### config.mk
export PLATFORM = sky130hd
export DESIGN_NAME = sensor_inject_sched
export DESIGN_NICKNAME = d
export VERILOG_FILES = /design/src/rtl/sensor_inject_pkg.sv /design/src/rtl/sensor_inject_gap_timer.sv /design/src/rtl/sensor_inject_sched.sv
export SDC_FILE = /design/constraint.sdc
export NUM_CORES = 1
export LEC_CHECK = 0
export ABC_AREA = 1
export CAP_MARGIN = 10
export CORE_MARGIN = 10
export CORE_UTILIZATION = 40
export CTS_BUF_LIST = sky130_fd_sc_hd__clkbuf_8 sky130_fd_sc_hd__clkbuf_16
export DETAILED_ROUTE_END_ITERATION = 10
export DONT_BUFFER_PORTS = 1
export HOLD_SLACK_MARGIN = 0.02
export SYNTH_ARGS = -nofsm -noshare
export SYNTH_HDL_FRONTEND = slang
export SYNTH_SLANG_ARGS = --single-unit
### constraint.sdc
create_clock -name clk -period 4.59 [get_ports clk]
set_input_delay 1.377 -clock clk [delete_from_list [all_inputs] [get_ports clk]]
set_output_delay 1.377 -clock clk [all_outputs]
set_load 0.005 [all_outputs]
### src/rtl/sensor_inject_pkg.sv
// Shared definitions for the sensor_inject frame scheduler.
//   - sched_state_e : scheduler FSM states (idle, streaming a frame, inter-frame gap)
//   - LEN_W, GAP_W  : default widths of the frame-length/count and gap fields
//   - CONTINUOUS    : frame-count value meaning "send frames until stopped"
package sensor_inject_pkg;

    localparam int unsigned LEN_W      = 32;
    localparam int unsigned GAP_W      = 16;
    localparam int unsigned CONTINUOUS = 0;

    typedef enum logic [1:0] {
        StIdle   = 2'd0,
        StStream = 2'd1,
        StGap    = 2'd2
    } sched_state_e;

endpackage

### src/rtl/sensor_inject_gap_timer.sv
// Loadable down-counter timing the idle gap between frames.
// Ports:
//   clk, resetn : clock and synchronous active-low reset
//   load        : load load_val into the counter (takes priority over counting)
//   load_val    : value to load; the counter then needs load_val+1 cycles to reach done
//   done        : counter is at zero
module sensor_inject_gap_timer
    import sensor_inject_pkg::*;
#(
    parameter int unsigned W = GAP_W
) (
    input  logic         clk,
    input  logic         resetn,
    input  logic         load,
    input  logic [W-1:0] load_val,
    output logic         done
);

    logic [W-1:0] cnt_q;

    always_ff @(posedge clk) begin
        if (!resetn) begin
            cnt_q <= '0;
        end else if (load) begin
            cnt_q <= load_val;
        end else if (cnt_q != '0) begin
            cnt_q <= cnt_q - W'(1);
        end
    end

    assign done = (cnt_q == '0);

endmodule

### src/rtl/sensor_inject_sched.sv
// Frame scheduler in front of sensor_inject_ctl. Runs the ctl FIFO, passes its recirculating
// stream through unchanged while in a frame, marks the last beat of each frame with TLAST,
// inserts a programmable idle gap between frames and stops after N frames or on request.
// Optional build macro SENSOR_INJECT_SCHED_FRAME_TAG_EN adds m_axis_tuser (frame index) and
// m_axis_tuser_sof (first beat of frame).
// Ports:
//   clk, resetn                 : clock, synchronous active-low reset
//   i_START_wstrobe             : start pulse (rejected with o_ERROR if LEN or FIFO_COUNT is 0)
//   i_STOP_wstrobe              : graceful stop pulse (end of frame, or at once during a gap)
//   i_FRAME_LEN/COUNT/GAP_CYCLES: config, latched on an accepted start; COUNT 0 = continuous
//   i_FIFO_COUNT                : ctl FIFO occupancy
//   o_RUN, o_BUSY, o_ERROR      : FIFO run enable, not-idle, sticky start-rejected
//   o_FRAMES_SENT               : frames completed since the last accepted start
//   s_axis_*                    : stream from ctl;  m_axis_* : framed output stream
module sensor_inject_sched
    import sensor_inject_pkg::*;
#(
    parameter int unsigned DW    = 8,
    parameter int unsigned LEN_W = 32,
    parameter int unsigned GAP_W = 16
) (
    input  logic             clk,
    input  logic             resetn,
    input  logic             i_START_wstrobe,
    input  logic             i_STOP_wstrobe,
    input  logic [LEN_W-1:0] i_FRAME_LEN,
    input  logic [LEN_W-1:0] i_FRAME_COUNT,
    input  logic [GAP_W-1:0] i_GAP_CYCLES,
    input  logic [31:0]      i_FIFO_COUNT,
    output logic             o_RUN,
    output logic             o_BUSY,
    output logic             o_ERROR,
    output logic [31:0]      o_FRAMES_SENT,
    input  logic [DW-1:0]    s_axis_tdata,
    input  logic             s_axis_tvalid,
    output logic             s_axis_tready,
    output logic [DW-1:0]    m_axis_tdata,
    output logic             m_axis_tvalid,
    input  logic             m_axis_tready,
    output logic             m_axis_tlast
`ifdef SENSOR_INJECT_SCHED_FRAME_TAG_EN
    ,
    output logic [15:0]      m_axis_tuser,
    output logic             m_axis_tuser_sof
`endif
);

    sched_state_e     state_q, state_d;
    logic [LEN_W-1:0] len_q, len_d;
    logic [LEN_W-1:0] count_q, count_d;
    logic [LEN_W-1:0] beat_q, beat_d;
    logic [GAP_W-1:0] gap_q, gap_d;
    logic [31:0]      frames_q, frames_d;
    logic             error_q, error_d;
    logic             stop_pend_q, stop_pend_d;
    logic             run_q;

    logic             in_stream;
    logic             handshake;
    logic             frame_done;
    logic             last_frame;
    logic [31:0]      frames_inc;
    logic             gap_load;
    logic             gap_done;

    // Pass-through datapath. Outside STREAM both directions are blocked so the FIFO holds
    // its position even though o_RUN stays high during a gap.
    assign in_stream     = (state_q == StStream);
    assign m_axis_tdata  = in_stream ? s_axis_tdata : '0;
    assign m_axis_tvalid = in_stream & s_axis_tvalid;
    assign s_axis_tready = in_stream & m_axis_tready;
    assign m_axis_tlast  = in_stream & (beat_q == len_q - LEN_W'(1));
    assign handshake     = m_axis_tvalid & m_axis_tready;
    assign frame_done    = handshake & m_axis_tlast;

    assign frames_inc = frames_q + 32'd1;
    assign last_frame = (count_q != LEN_W'(CONTINUOUS)) && (LEN_W'(frames_inc) == count_q);

    always_comb begin
        state_d     = state_q;
        len_d       = len_q;
        count_d     = count_q;
        gap_d       = gap_q;
        beat_d      = beat_q;
        frames_d    = frames_q;
        error_d     = error_q;
        stop_pend_d = stop_pend_q;
        gap_load    = 1'b0;

        unique case (state_q)
            StIdle: begin
                if (i_START_wstrobe) begin
                    if (i_FRAME_LEN == '0 || i_FIFO_COUNT == '0) begin
                        error_d = 1'b1;
                    end else begin
                        len_d       = i_FRAME_LEN;
                        count_d     = i_FRAME_COUNT;
                        gap_d       = i_GAP_CYCLES;
                        error_d     = 1'b0;
                        frames_d    = '0;
                        beat_d      = '0;
                        stop_pend_d = 1'b0;
                        state_d     = StStream;
                    end
                end
            end
            StStream: begin
                if (i_STOP_wstrobe) begin
                    stop_pend_d = 1'b1;
                end
                if (frame_done) begin
                    frames_d = frames_inc;
                    beat_d   = '0;
                    // A stop arriving on the TLAST beat itself still ends after this frame.
                    if (stop_pend_q || i_STOP_wstrobe || last_frame) begin
                        state_d = StIdle;
                    end else if (gap_q != '0) begin
                        state_d  = StGap;
                        gap_load = 1'b1;
                    end
                end else if (handshake) begin
                    beat_d = beat_q + LEN_W'(1);
                end
            end
            StGap: begin
                if (i_STOP_wstrobe) begin
                    stop_pend_d = 1'b1;
                    state_d     = StIdle;
                end else if (gap_done) begin
                    state_d = StStream;
                end
            end
            default: begin
                state_d = StIdle;
            end
        endcase
    end

    always_ff @(posedge clk) begin
        if (!resetn) begin
            state_q     <= StIdle;
            len_q       <= '0;
            count_q     <= '0;
            gap_q       <= '0;
            beat_q      <= '0;
            frames_q    <= '0;
            error_q     <= 1'b0;
            stop_pend_q <= 1'b0;
            run_q       <= 1'b0;
        end else begin
            state_q     <= state_d;
            len_q       <= len_d;
            count_q     <= count_d;
            gap_q       <= gap_d;
            beat_q      <= beat_d;
            frames_q    <= frames_d;
            error_q     <= error_d;
            stop_pend_q <= stop_pend_d;
            run_q       <= (state_d != StIdle);
        end
    end

    // Loaded with GAP-1 on the TLAST beat, so the FSM spends exactly GAP cycles in StGap.
    sensor_inject_gap_timer #(
        .W (GAP_W)
    ) u_gap_timer (
        .clk      (clk),
        .resetn   (resetn),
        .load     (gap_load),
        .load_val (gap_q - GAP_W'(1)),
        .done     (gap_done)
    );

    assign o_RUN         = run_q;
    assign o_BUSY        = (state_q != StIdle);
    assign o_ERROR       = error_q;
    assign o_FRAMES_SENT = frames_q;

`ifdef SENSOR_INJECT_SCHED_FRAME_TAG_EN
    // frames_q only advances on the TLAST handshake, so during a frame it is the frame index.
    assign m_axis_tuser     = m_axis_tvalid ? frames_q[15:0] : 16'h0;
    assign m_axis_tuser_sof = m_axis_tvalid & (beat_q == '0);
`endif

endmodule

# Word level (Yosys, flattened, before mapping)
# Index checks and enable logic that the tools add are counted.
[word_totals] output_inout_bits=46 input_bits=126 reg_bits=165 elab_cells=79
[op_classes] n_reduce_logical=22 n_bitwise=6 n_mux=27 n_eq_ne=9 add_sub_neg=5
[ops] operator="two-way mux 32 bit" n=5
[ops] operator="case mux 32 bit (2 select lines)" n=2
[ops] operator="adder 32 x 1 -> 32 bit (second input constant)" n=2
[ops] operator="equality test 32 bit" n=2
[ops] operator="zero test 32 bit" n=2
[ops] operator="two-way mux 16 bit" n=2
[ops] operator="nonzero test 16 bit" n=2
[ops] operator="nonzero test 32 bit" n=1
[ops] operator="subtractor 16 x 1 -> 16 bit (second input constant)" n=2
[ops] operator="subtractor 32 x 1 -> 32 bit (second input constant)" n=1
[ops] operator="zero test 16 bit" n=1
[ops] operator="two-way mux 2 bit" n=7
[ops] operator="AND reduction 4 bit" n=3
[ops] operator="nonzero test 2 bit" n=5
[ops] operator="two-way mux 1 bit" n=8
[ops] operator="two-way mux 8 bit" n=1
[ops] operator="case mux 2 bit (3 select lines)" n=1
[ops] operator="bitwise AND 1 bit" n=5
[ops] operator="inequality test 2 x 1 -> 1 bit (second input constant)" n=2
[ops] operator="inequality test 2 bit (second input constant)" n=2
[ops] operator="logical OR 1 bit" n=3
[ops] operator="inequality test 3 x 1 -> 1 bit (second input constant)" n=1
[ops] operator="AND reduction 3 bit" n=1
[ops] operator="equality test 2 x 1 -> 1 bit (second input constant)" n=1
[ops] operator="other kinds (7)" n=7

# Longest topological paths before layout
# Gate-level depths: netlist (run 1).
[depth] word_depth=8 mapped_depth=27 mapped_depth_nobuf=26

# Cells and area by module
# Synthesis (run 1) repeated with hierarchy kept, for this count alone.
[unflattened] hier_cells=1793 area_unflattened_um2=10949.3
[by_module_without_submodules] module="sensor_inject_sched" cells_per_inst=1613 area_per_inst_um2=9834.4 n_inst=1
[by_module_without_submodules] module="sensor_inject_gap_timer" cells_per_inst=180 area_per_inst_um2=1114.8 n_inst=1

# Worst setup path before layout (run 1)
# OpenSTA, ideal clock, no wires.
[synth_timing] path_type="input-to-reg" from="input m_axis_tready" to="register u_gap_timer.cnt_q[14]" path_slack_ns=1.291 path_stages=17 arrival_ns=3.181 cell_sequence="nand2_1 > inv_1 > nand2_1 > inv_1 > nand4_2 > nor2_4 > nand2_4 > buf_6 > o21ai_4 > ha_1 > nand3_1 > nor2_4 > nand2_1 > nor2_1 > nor2_1 > nor2_1 > nor2_1"
[synth_via] elab_chain_cells=5 word_cells_on_any_way=6
[synth_rtl] element="start, declared" line="sensor_inject_sched.sv:39" rtl="input logic m_axis_tready,"
[synth_rtl] element="bitwise AND 1 bit *" line="sensor_inject_sched.sv:73" rtl="assign handshake = m_axis_tvalid & m_axis_tready;"
[synth_rtl] element="bitwise AND 1 bit *" line="sensor_inject_sched.sv:74" rtl="assign frame_done = handshake & m_axis_tlast;"
[synth_rtl] element="two-way mux 1 bit *" line="sensor_inject_sched.sv:111" rtl="if (frame_done) begin"
[synth_rtl] element="two-way mux 1 bit *" line="sensor_inject_sched.sv:90" rtl="unique case (state_q)"
[synth_rtl] element="two-way mux 16 bit / nonzero test 2 bit (equally long branches)"
[synth_rtl] element="end signal, assigned" line="sensor_inject_gap_timer.sv:25" rtl="cnt_q <= load_val;"
[synth_rtl] element="end signal, assigned" line="sensor_inject_gap_timer.sv:27" rtl="cnt_q <= cnt_q - W'(1);"
[synth_rtl] element="end, declared" line="sensor_inject_gap_timer.sv:19" rtl="logic [W-1:0] cnt_q;"
# Mark *: on every way between the ends. The rest lies on a longest branch, timed or not.
# A chain may end at the register's enable or synchronous reset.

# Worst setup path after layout (run 1)
[layout_timing] from="register frames_q[0] (netlist: o_FRAMES_SENT[0])" to="register u_gap_timer.cnt_q[14]"
[layout_via] elab_chain_cells=8 word_cells_on_any_way=9
[layout_rtl] element="start, declared" line="sensor_inject_sched.sv:53" rtl="logic [31:0] frames_q, frames_d;"
[layout_rtl] element="start signal, assigned" line="sensor_inject_sched.sv:156" rtl="frames_q <= frames_d;"
[layout_rtl] element="adder 32 x 1 -> 32 bit *" line="sensor_inject_sched.sv:76" rtl="assign frames_inc = frames_q + 32'd1;"
[layout_rtl] element="equality test 32 bit *" line="sensor_inject_sched.sv:77" rtl="assign last_frame = (count_q != LEN_W'(CONTINUOUS)) && (LEN_W'(frames_inc) == count_q);"
[layout_rtl] element="logical AND 1 bit *" line="sensor_inject_sched.sv:77"
[layout_rtl] element="logical OR 1 bit *" line="sensor_inject_sched.sv:115" rtl="if (stop_pend_q || i_STOP_wstrobe || last_frame) begin"
[layout_rtl] element="two-way mux 1 bit *" line="sensor_inject_sched.sv:115"
[layout_rtl] element="two-way mux 1 bit *" line="sensor_inject_sched.sv:111"
[layout_rtl] element="two-way mux 1 bit *" line="sensor_inject_sched.sv:90"
[layout_rtl] element="two-way mux 16 bit / nonzero test 2 bit (equally long branches)"
# Marked as above.

==> results of run 1 <==
-- state kept, by name, indices dropped and copies added (netlist names) --
register,count
o_ERROR,1
u_gap_timer.cnt_q,16
beat_q,32
state_q,2
o_FRAMES_SENT,32
len_q,32
stop_pend_q,1
o_RUN,1
gap_q,16
count_q,32
-- per-layer routing --
layer	GRT usage, %	vias up	share of wire [%]
li1	-	5551	-
met2	31.5	284	45
met1	25.3	4827	46
met3	4.92	28	7.3
met5	0	-	0
met4	5.38	0	1.4
-- power groups by stage --
stage | clock network (W) | registers [W] | logic (W)
final | 0.00152 | 0.00164 | 0.00114
after global routing | 0.00161 | 0.00165 | 0.00129
after CTS | 0.00155 | 0.00164 | 0.00114
after detailed placement | 0 | 0.00167 | 0.00113
after global placement | 0 | 0.00167 | 0.00113
after floorplan | 0 | 0.00164 | 0.000895
-- cells by family (layout without fill, tap and decap cells) --
family / Yosys count / in the layout / share of synthesized area (%)
other: 0 / 1 / 0
buffers and inverters: 264 / 265 / 9.40
flip-flops: 165 / 165 / 30.8
AND/OR/NAND/NOR: 980 / 980 / 40.9
XOR/XNOR: 62 / 62 / 5.45
adder cells (fa/ha/maj): 8 / 8 / 0.935
AO/OA/AOI/OAI: 250 / 250 / 12.5
-- layout by cell type, fill, tap and decap left out, types with 25 or more instances in the layout --
cell	instances
a21oi_1	127
dfxtp_1	164
inv_1	207
nand2_1	467
nand3_1	142
nand4_1	32
nor2_1	205
nor3_1	27
nor4_1	25
o21ai_0	97
xor2_1	41
-- area by class of cell --
class,count,share of cell area (%)
clock inverters,13,1.48
repair buffers,14,1.01
well taps,335,3.58
multi-input cells,1300,54.9
diodes,1,0.0214
clock buffers,18,3.75
inverters,220,7.06
flip-flops and latches,165,28.2
-- worst min-delay path: cells and delay by family (launching register included) --
kind / cells / cell delay [ps]
flops: 1 / 320
buf+inv: 1 / 50
compound gates: 1 / 50
-- how the worst min path moves through the flow --
stage,endpoint,slack (ps),cells past startpoint
2_1_floorplan,len_q[31]$_SDFFE_PN0P_,440,2
3_3_place_gp,len_q[31]$_SDFFE_PN0P_,450,2
3_5_place_dp,len_q[31]$_SDFFE_PN0P_,460,2
4_1_cts,len_q[31]$_SDFFE_PN0P_,460,2
5_1_grt,gap_q[9]$_SDFFE_PN0P_,490,2
6_report,len_q[31]$_SDFFE_PN0P_,460,2
-- repair_timing --
action,CTS,global route
setup buffers,0,3
endpoints found under the setup margin,0,3
resized for setup,0,1
-- cell usage after synthesis (2+ instances only) --
cell type | number | area [um^2]
nand4_1 | 32 | 200
nor2_4 | 15 | 169
o21ai_1 | 5 | 25.0
nor4_1 | 25 | 156
clkinv_1 | 2 | 7.51
nand3_2 | 2 | 20.0
nor2_2 | 17 | 106
dfxtp_1 | 165 | 3300
inv_2 | 11 | 41.3
nor3b_1 | 2 | 15.0
o21bai_2 | 3 | 33.8
a31oi_1 | 3 | 18.8
nand3_1 | 143 | 716
o21bai_1 | 2 | 15.0
xor2_1 | 41 | 359
xnor2_1 | 18 | 158
o21ai_0 | 97 | 485
nand2_1 | 467 | 1750
nor2_1 | 205 | 769
clkbuf_1 | 40 | 150
ha_1 | 8 | 100
nand2_4 | 2 | 22.5
xnor3_1 | 3 | 67.6
buf_4 | 2 | 15.0
nand2_2 | 17 | 106
or2_2 | 5 | 31.3
inv_1 | 207 | 777
o21ai_4 | 3 | 48.8
nand3b_1 | 13 | 97.6
a21oi_1 | 127 | 636
nor3_1 | 28 | 140
o22ai_1 | 2 | 12.5
o21a_1 | 2 | 15.0
-- stage by stage --
| step | util [%] | cell area, um^2 | hold WS [ps] |
|---|---|---|---|
| final | 44.6 | 11700 | 463 |
| after global routing | 44.6 | 11700 | 493 |
| after CTS | 44.5 | 11700 | 465 |
| after detailed placement | 42.2 | 11100 | 456 |
| after global placement | 42.2 | 11100 | 451 |
| after floorplan | - | 10700 | 437 |
==> results.json, run 1 <==
{
  "wl_um": 33700,
  "cp-end-kind": "register",
  "grt_max_degree": 86,
  "place_congestion": 0.915,
  "synth.avg_cell_area_um2": 6.20,
  "dr.pass1.iters": 7,
  "ios": 172,
  "timing.rr.start": "o_FRAMES_SENT[0]$_SDFFE_PN0P_",
  "power_frac_clock_pct": 35.4,
  "status": "finished clean",
  "clock_latency_ps": 440,
  "critPathLaunchType": "register",
  "skew_ps": 17.7,
  "portBuffers": 0,
  "r2r_slack_ps": 330,
  "synth_ff_type": "dfxtp_1",
  "synth_seq_cells": 165,
  "cts_hold_buf": 0,
  "cp-startpoint": "o_FRAMES_SENT[0]$_SDFFE_PN0P_",
  "wl_per_cell_um": 16.3,
  "final-hold-violation-count": 0,
  "tns_ps": 0,
  "root_buffer": "clkbuf_16",
  "rows": 59,
  "critPathKind": "register to register",
  "die_h_um": 184,
  "drc": 0,
  "hold_class": "register to register",
  "crit_required_ps": 4900,
  "h-tree-depth": 4,
  "drv_cap": 0,
  "crit_path_end": "u_gap_timer.cnt_q[14]$_SDFFE_PN0P_",
  "cp_slowest_cell": "dfxtp_2",
  "fin_cells": 2066,
  "core_um2": 26200,
  "drtIter0Drc": 865,
  "die_width_um": 184,
  "total_power_w": 0.00430,
  "finalCritPeriodShare_pct": 92.8,
  "clock_path_buffers": 2,
  "nets": 1852,
  "p_leak_nw": 4.93,
  "path_clk_slew_ps": 70,
  "setup_viol_count_final": 0,
  "cts_tree": "done",
  "max_slew_margin_pct": 35.8,
  "cp_top_family": "simple AND/OR/NAND/NOR gates",
  "grt_pass1_vias": 10093,
  "path_depth": 23,
  "place_inst": 2031,
  "max_clock_freq_ghz": 0.235,
  "async_flop_share_pct": 0,
  "p_comb_share_pct": 26.5,
  "pwr_density_cell_nw_per_um2": 368,
  "post-place-ws_ps": 107,
  "gr-usage-all-layers_pct": 19.5,
  "initial_utilization_pct": 40.9,
  "yosys_warnings": 0,
  "clock-sinks": 165,
  "netlist_area_um2": 10700,
  "multi_input_area_um2": 6420,
  "drive_gt1_share_pct": 7.34,
  "die_area_um2": 33700,
  "hpwl_um": 26100,
  "synthCells": 1729,
  "seq_power_share_pct": 38.1,
  "drt-vias-per-instance": 5.17,
  "antenna_found_initial": 0,
  "finalCriticalPeriod_ps": 4260,
  "cp_num_buf_inv": 0,
  "grt_pass1_wl_um": 53200,
  "intPower_w": 0.00280,
  "nFillCells": 2824,
  "seq_area_um2": 3300,
  "worstMarginPinSlew_ps": 962,
  "syn_nets": 1863,
  "synth.yosys.seq_area_share_pct": 30.8,
  "syn_to_final_growth_pct": 9.23,
  "ant_nets": 0,
  "rr_worst_depth": 23,
  "path_cells": "ha_1 > nand2_2 > nor2_4 > nand2_1 > nor2_4 > nand3_1 > nand3_1 > nand2_1 > nand3_1 > nor2_1 > nand3_1 > nor2_2 > nor2_4 > nand2_4 > o21ai_4 > ha_1 > nand3_1 > nor2_4 > nand2_1 > nor2_1 > nor2_1 > nor2_1 > nor2_1",
  "switching_power_w": 0.00150,
  "fin_ws_ps": 330,
  "ir_worst_vdd_v": 0.000224,
  "path_max_fanout": 21,
  "critical-path-max-stage-delay_ps": 470,
  "crit_arrival_ps": 4570,
  "gr-total-overflow": 0,
  "via_count": 10690,
  "ys_types": 48,
  "cts_buffers": 17,
  "final-max-slew-violation-count": 0,
  "p_sw_share_pct": 34.9,
  "worstReg2RegEnd": "u_gap_timer.cnt_q[14]$_SDFFE_PN0P_",
  "synth_edf_count": 0,
  "hold_start": "len_q[31]$_SDFFE_PN0P_",
  "rsz0062_at_grt": "false"
}
Power figures use the tool's default switching activity.
==> run 2, diff against run 1 <==
--- a/config.mk
+++ b/config.mk
@@ -13,6 +13,7 @@
 export DETAILED_ROUTE_END_ITERATION = 10
 export DONT_BUFFER_PORTS = 1
 export HOLD_SLACK_MARGIN = 0.02
+export SLEW_MARGIN = 40
 export SYNTH_ARGS = -nofsm -noshare
 export SYNTH_HDL_FRONTEND = slang
 export SYNTH_SLANG_ARGS = --single-unit
==> results.json, run 2 (same netlist as run 1, synthesis figures left out) <==
{
  "initial_utilization_pct": 40.9,
  "hold_start": "len_q[31]$_SDFFE_PN0P_",
  "clock_latency_ps": 450,
  "syn_to_final_growth_pct": 9.43,
  "crit_arrival_ps": 2830,
  "max_clock_freq_ghz": 0.238,
  "drv_cap": 0,
  "placed_area_um2": 11100,
  "antenna_found_initial": 0,
  "grt.busiest_layer": "met2",
  "via_count": 10756,
  "rows": 59,
  "most-common-layout-cells": "467 x nand2_1, 208 x inv_1, 204 x nor2_1, 164 x dfxtp_1, 142 x nand3_1",
  "path_clk_slew_ps": 70,
  "path_max_fanout": 9,
  "rsz0062_at_grt": "false",
  "fin_area_um2": 11700,
  "met1_usage_pct": 25.2,
  "finalCriticalPeriod_ps": 4200,
  "final-max-slew-violation-count": 0,
  "final_common_cell": "nand2_1",
  "hold_class": "register to register",
  "whs_endpoint": "len_q[31]$_SDFFE_PN0P_",
  "grt_max_degree": 86,
  "wl_um": 33800,
  "drive_gt1_share_pct": 7.50,
  "cts_hold_buf": 0,
  "ios": 172,
  "hpwl_um": 26300,
  "min_path_cells": 2,
  "ir_worst_vdd_v": 0.000234,
  "worstReg2RegEnd": "u_gap_timer.cnt_q[14]$_SDFFE_PN0P_",
  "root_buffer": "clkbuf_16",
  "nFillCells": 2831,
  "grt_pass1_vias": 10040,
  "rr_worst_depth": 25,
  "setup_viol_count_final": 0,
  "cp-end-kind": "primary output",
  "critPathKind": "register to primary output",
  "gr-usage-all-layers_pct": 19.5,
  "cts_tree": "done",
  "dr.pass1.iters": 5,
  "nets": 1854,
  "total_power_w": 0.00432,
  "h-tree-depth": 4,
  "worstMarginPinSlew_ps": 788,
  "core_um2": 26200,
  "clock_path_buffers": 2,
  "grt_util_met3_pct": 4.74,
  "r2r_slack_ps": 420,
  "grt_pass1_wl_um": 53200,
  "p_leak_nw": 4.94,
  "cts_buffers": 17,
  "clock-sinks": 165,
  "drtIter0Drc": 773,
  "status": "finished clean",
  "finalCritPeriodShare_pct": 91.6,
  "skew_ps": 18.6,
  "antenna_cells": 0,
  "met2_usage_pct": 31.8,
  "pwr_density_cell_nw_per_um2": 369,
  "final-hold-violation-count": 0,
  "die_h_um": 184,
  "wl_per_cell_um": 16.4,
  "multi_input_area_um2": 6420,
  "portBuffers": 0,
  "die_area_um2": 33700,
  "critPathLaunchType": "register",
  "drt-vias-per-instance": 5.20,
  "tns_ps": 0,
  "timing.rr.start": "o_FRAMES_SENT[0]$_SDFFE_PN0P_",
  "seq_area_um2": 3300,
  "max_slew_margin_pct": 47.1,
  "die_width_um": 184,
  "gr-total-overflow": 0,
  "ant_nets": 0,
  "crit_required_ps": 3210,
  "place_congestion": 0.915,
  "drc": 0
}
-- run 2: final cells by class --
class,count,share of cell area (%)
Clock buffer,17,3.63
Multi-Input combinational cell,1300,54.8
Timing Repair Buffer,16,1.13
Tap cell,335,3.58
Inverter,220,7.07
Clock inverter,15,1.62
Sequential cell,165,28.2
-- run 2: worst max path at each step --
| stage | from | end | slack, ps | depth (start not counted) |
|---|---|---|---|---|
| after global placement | o_FRAMES_SENT[0]$_SDFFE_PN0P_ | u_gap_timer.cnt_q[14]$_SDFFE_PN0P_ | 190 | 23 |
| after detailed placement | i_FRAME_LEN[6] | beat_q[11]$_SDFFE_PN0P_ | 130 | 11 |
| final | len_q[0]$_SDFFE_PN0P_ | m_axis_tlast | 390 | 13 |
| after global routing | o_FRAMES_SENT[0]$_SDFFE_PN0P_ | u_gap_timer.cnt_q[14]$_SDFFE_PN0P_ | 80 | 25 |
| after CTS | o_FRAMES_SENT[0]$_SDFFE_PN0P_ | u_gap_timer.cnt_q[14]$_SDFFE_PN0P_ | 200 | 23 |
| after floorplan | m_axis_tready | u_gap_timer.cnt_q[14]$_SDFFE_PN0P_ | 1290 | 17 |
-- run 2: where the power goes --
part | internal (W) | total, W | switching, W
sequential | 0.00155 | 0.00164 | 0.0000902
combinational | 0.000376 | 0.00114 | 0.000769
clock | 0.000871 | 0.00154 | 0.000665
total | 0.00280 | 0.00432 | 0.00152
-- run 2: timing repair --
item                       CTS  global route
gates resized for setup      0             1
setup buffers                0             5
setup endpoints to repair    0             4
-- run 2: routing by layer --
layer  vias to the layer above  routed length, um
met5                         -                  0
met4                         0                514
met3                        32               2440
met2                       310              15300
met1                      4853              15500
li1                       5561                  -
-- run 2: through the flow --
stage / hold WS (ps) / utilization (%) / instances / setup WS, ps
floorplan: 437 / - / 1729 / 1290
global route: 495 / 44.7 / 2068 / 84.7
detailed placement: 456 / 42.2 / 2031 / 129
CTS: 465 / 44.6 / 2063 / 200
global placement: 451 / 42.2 / 2031 / 191
finish: 461 / 44.7 / 2068 / 387
-- run 2: worst max-delay path, stage by stage (launching register included) --
cell     delay, ps
dfxtp_1        330
inv_1          130
ha_1           250
nand2_2        160
nor2_8         220
nand2_2        120
nor2_1         270
nand2_1        120
nand2_1         90
nand2_1         70
nor2_1         100
nand2_1         60
nor2_1         190
and3_1         270
==> variant, RTL diff (flow settings as in run 2) <==
`LEN_W` is set to 32 in 2 places; all go to 64.
--- a/src/rtl/sensor_inject_pkg.sv
+++ b/src/rtl/sensor_inject_pkg.sv
@@ -4,7 +4,7 @@
 //   - CONTINUOUS    : frame-count value meaning "send frames until stopped"
 package sensor_inject_pkg;
 
-    localparam int unsigned LEN_W      = 32;
+    localparam int unsigned LEN_W      = 64;
     localparam int unsigned GAP_W      = 16;
     localparam int unsigned CONTINUOUS = 0;
 
--- a/src/rtl/sensor_inject_sched.sv
+++ b/src/rtl/sensor_inject_sched.sv
@@ -16,7 +16,7 @@
     import sensor_inject_pkg::*;
 #(
     parameter int unsigned DW    = 8,
-    parameter int unsigned LEN_W = 32,
+    parameter int unsigned LEN_W = 64,
     parameter int unsigned GAP_W = 16
 ) (
     input  logic             clk,
Ports: changed (resized i_FRAME_COUNT and i_FRAME_LEN); port bits go from 172 to 236. No check against the original RTL was run, so the function may have changed too.
==> variant against run 2 <==
- total power up 59%
- core utilization up 1.4 points
- sequential cell count up 96
- highest routed layer unchanged
- design area up 61%
- register-to-register slack better by 0.06 ns
- setup slack worse by 0.24 ns
- synthesized area up 55%
- wire length up 82%
- global-route usage up 4.1 points
- critical path depth up 4
- largest cell class unchanged
- critical endpoint unchanged
==> variant: results (changes against run 2) <==
{| class="wikitable"
! Metric !! Value
|-
| Run status || finished, final reports clean
|-
| Most numerous cell types in the synthesized netlist || nand2_1, nor2_1, inv_1, dfxtp_1, nand3_1
|-
| Parity-gate share of the synthesized area counting xor and xnor cells || 6.15% (+0.69 points)
|-
| Worst Hold Slack || 0.446 ns (-0.0149 ns)
|-
| Layout fillers || 4389 (+55%)
|-
| Htree depth || 1 (-3)
|-
| Total CTS buffers || 31 (+14)
|-
| Pin count of the biggest net entering global routing || 161 (+87%)
|-
| Placer Congestion || 0.996 (+8.9%)
|-
| Share of synthesized area spent on multiplexers || 0% (unchanged)
|-
| Cell Count, Final, Fillers Out || 3282 (+59%)
|-
| Min-Delay Endpoint || count_q[63]
|-
| Drt first pass iters || 5 (unchanged)
|-
| Wire length of the first global-routing pass || 94.4 mm (+78%)
|-
| Final Skew || 0.0163 ns (-0.00225 ns)
|-
| Complex-gate fraction of the synthesized area || 12.2% (-0.28 points)
|-
| Maximum fanout along the worst path || 6 (-3)
|-
| Source-to-sink clock delay at the later pin of the worst-skew pair || 0.60 ns (+0.15 ns)
|-
| Number of cells traversed by the worst register-to-register path || 24 (-4.0%)
|-
| Initial drt markers || 1262 (+63%)
|-
| Wire length after detailed routing || 61.7 mm (+82%)
|-
| Syn. warnings || 0 (unchanged)
|-
| Least-Margin Pin Slew || 0.829 ns (+0.0410 ns)
|-
| Largest registers || beat_q x64, count_q x64, len_q x64
|-
| Post-synthesis instance total || 2718 (+57%)
|-
| Number of post-CTS setup repair buffers || 6 (+6)
|-
| Cell area reported after detailed placement || 17200 µm² (+56%)
|-
| Worst reg-to-reg setup slack || 0.48 ns (+0.06 ns)
|-
| Peak supply drop || 0.000304 V (+30%)
|-
| CP peak stage delay || 0.31 ns (-0.02 ns)
|-
| Worst setup slack after placement || 0.240 ns (+0.111 ns)
|-
| Share of post-route cells with drive strength above 1 || 9.31% (+1.8 points)
|-
| Average via count per standard cell || 5.32 (+2.4%)
|-
| Internal power || 0.00445 W (+59%)
|-
| Vias in the first global route || 16700 (+66%)
|-
| Detailed Place HPWL || 49.0 mm (+86%)
|-
| Overall fraction of global-route tracks in use || 23.6% (+4.1 points)
|-
| Resized Gates After CTS || 9 (+9)
|-
| Post-Place Cells || 3196 (+57%)
|-
| Top cells by area in the synthesized netlist || dfxtp_1, nand2_1, nor2_1, inv_1, nand3_1
|-
| Number of nets in the synthesized netlist || 2916 (+57%)
|-
| Arr. time, crit path || 3.07 ns (+0.24 ns)
|-
| Sequential share of the synthesized area || 31.4% (+0.54 points)
|-
| Number of antenna violations at the first check in global routing || 1 (+1)
|-
| Leakage power || 7.80 nW (+58%)
|-
| Hold Crit Start || count_q[63]
|-
| Clock input transition at the sequential cells of the worst setup and hold paths || 0.06 ns
|-
| Critical R2R Launch || o_FRAMES_SENT[1]
|-
| Number of distinct library cells after synthesis || 45 (-6.3%)
|-
| Reg2Reg Capture Point || u_gap_timer.cnt_q[8]
|-
| Post-synthesis share of cell area spent on full adders, half adders and majority gates || 0.601% (-0.33 points)
|-
| Maximum count of clock buffers along a single path || 3 (+1)
|}
-- variant: area by class of cell --
type                    count  area [µm²]  area share, %
clock buffers              35         831           4.39
inverters                 361        1360           7.17
diodes                      1        2.50         0.0132
clock inverters            21         173          0.913
repair buffers             54         500           2.65
multi-input cells        2017       10200           53.7
flip-flops and latches    261        5230           27.7
well taps                 532         666           3.52
-- variant: worst max-delay path, delay by kind of cell (launching register included) --
family,cells,cell delay [ns]
and+or+nand+nor,12,1.47
buffers and inverters,4,0.49
DFF,1,0.31
adders and majority gates,1,0.19
-- variant: power groups by stage --
stage          Sequential (W)  Clock (W)  Combinational (W)
6_report              0.00259    0.00244            0.00183
5_1_grt               0.00262    0.00258            0.00207
4_1_cts               0.00258    0.00250            0.00173
3_5_place_dp          0.00263          0            0.00171
3_3_place_gp          0.00263          0            0.00170
2_1_floorplan         0.00259          0            0.00128
-- variant: metal layers --
| layer | vias to the layer above | global-route usage (%) | wire length (µm) |
|---|---|---|---|
| li1 | 8754 | - | - |
| met1 | 8131 | 29.6 | 26600 |
| met2 | 513 | 40.3 | 29200 |
| met3 | 76 | 4.38 | 4150 |
| met4 | 0 | 7.28 | 1810 |
| met5 | - | 0 | 0 |
-- variant: worst max path at each step --
| stage | start | endpoint | slack [ns] | depth (start not counted) |
|---|---|---|---|---|
| 4_1_cts | len_q[0] | m_axis_tlast | 0.007 | 16 |
| 2_1_floorplan | i_FRAME_LEN[53] | beat_q[53] | 1.12 | 15 |
| 3_3_place_gp | i_FRAME_LEN[63] | beat_q[29] | 0.25 | 16 |
| 6_report | len_q[0] | m_axis_tlast | 0.14 | 17 |
| 3_5_place_dp | i_FRAME_LEN[0] | beat_q[29] | 0.24 | 16 |
| 5_1_grt | len_q[0] | m_axis_tlast | -0.03 | 17 |
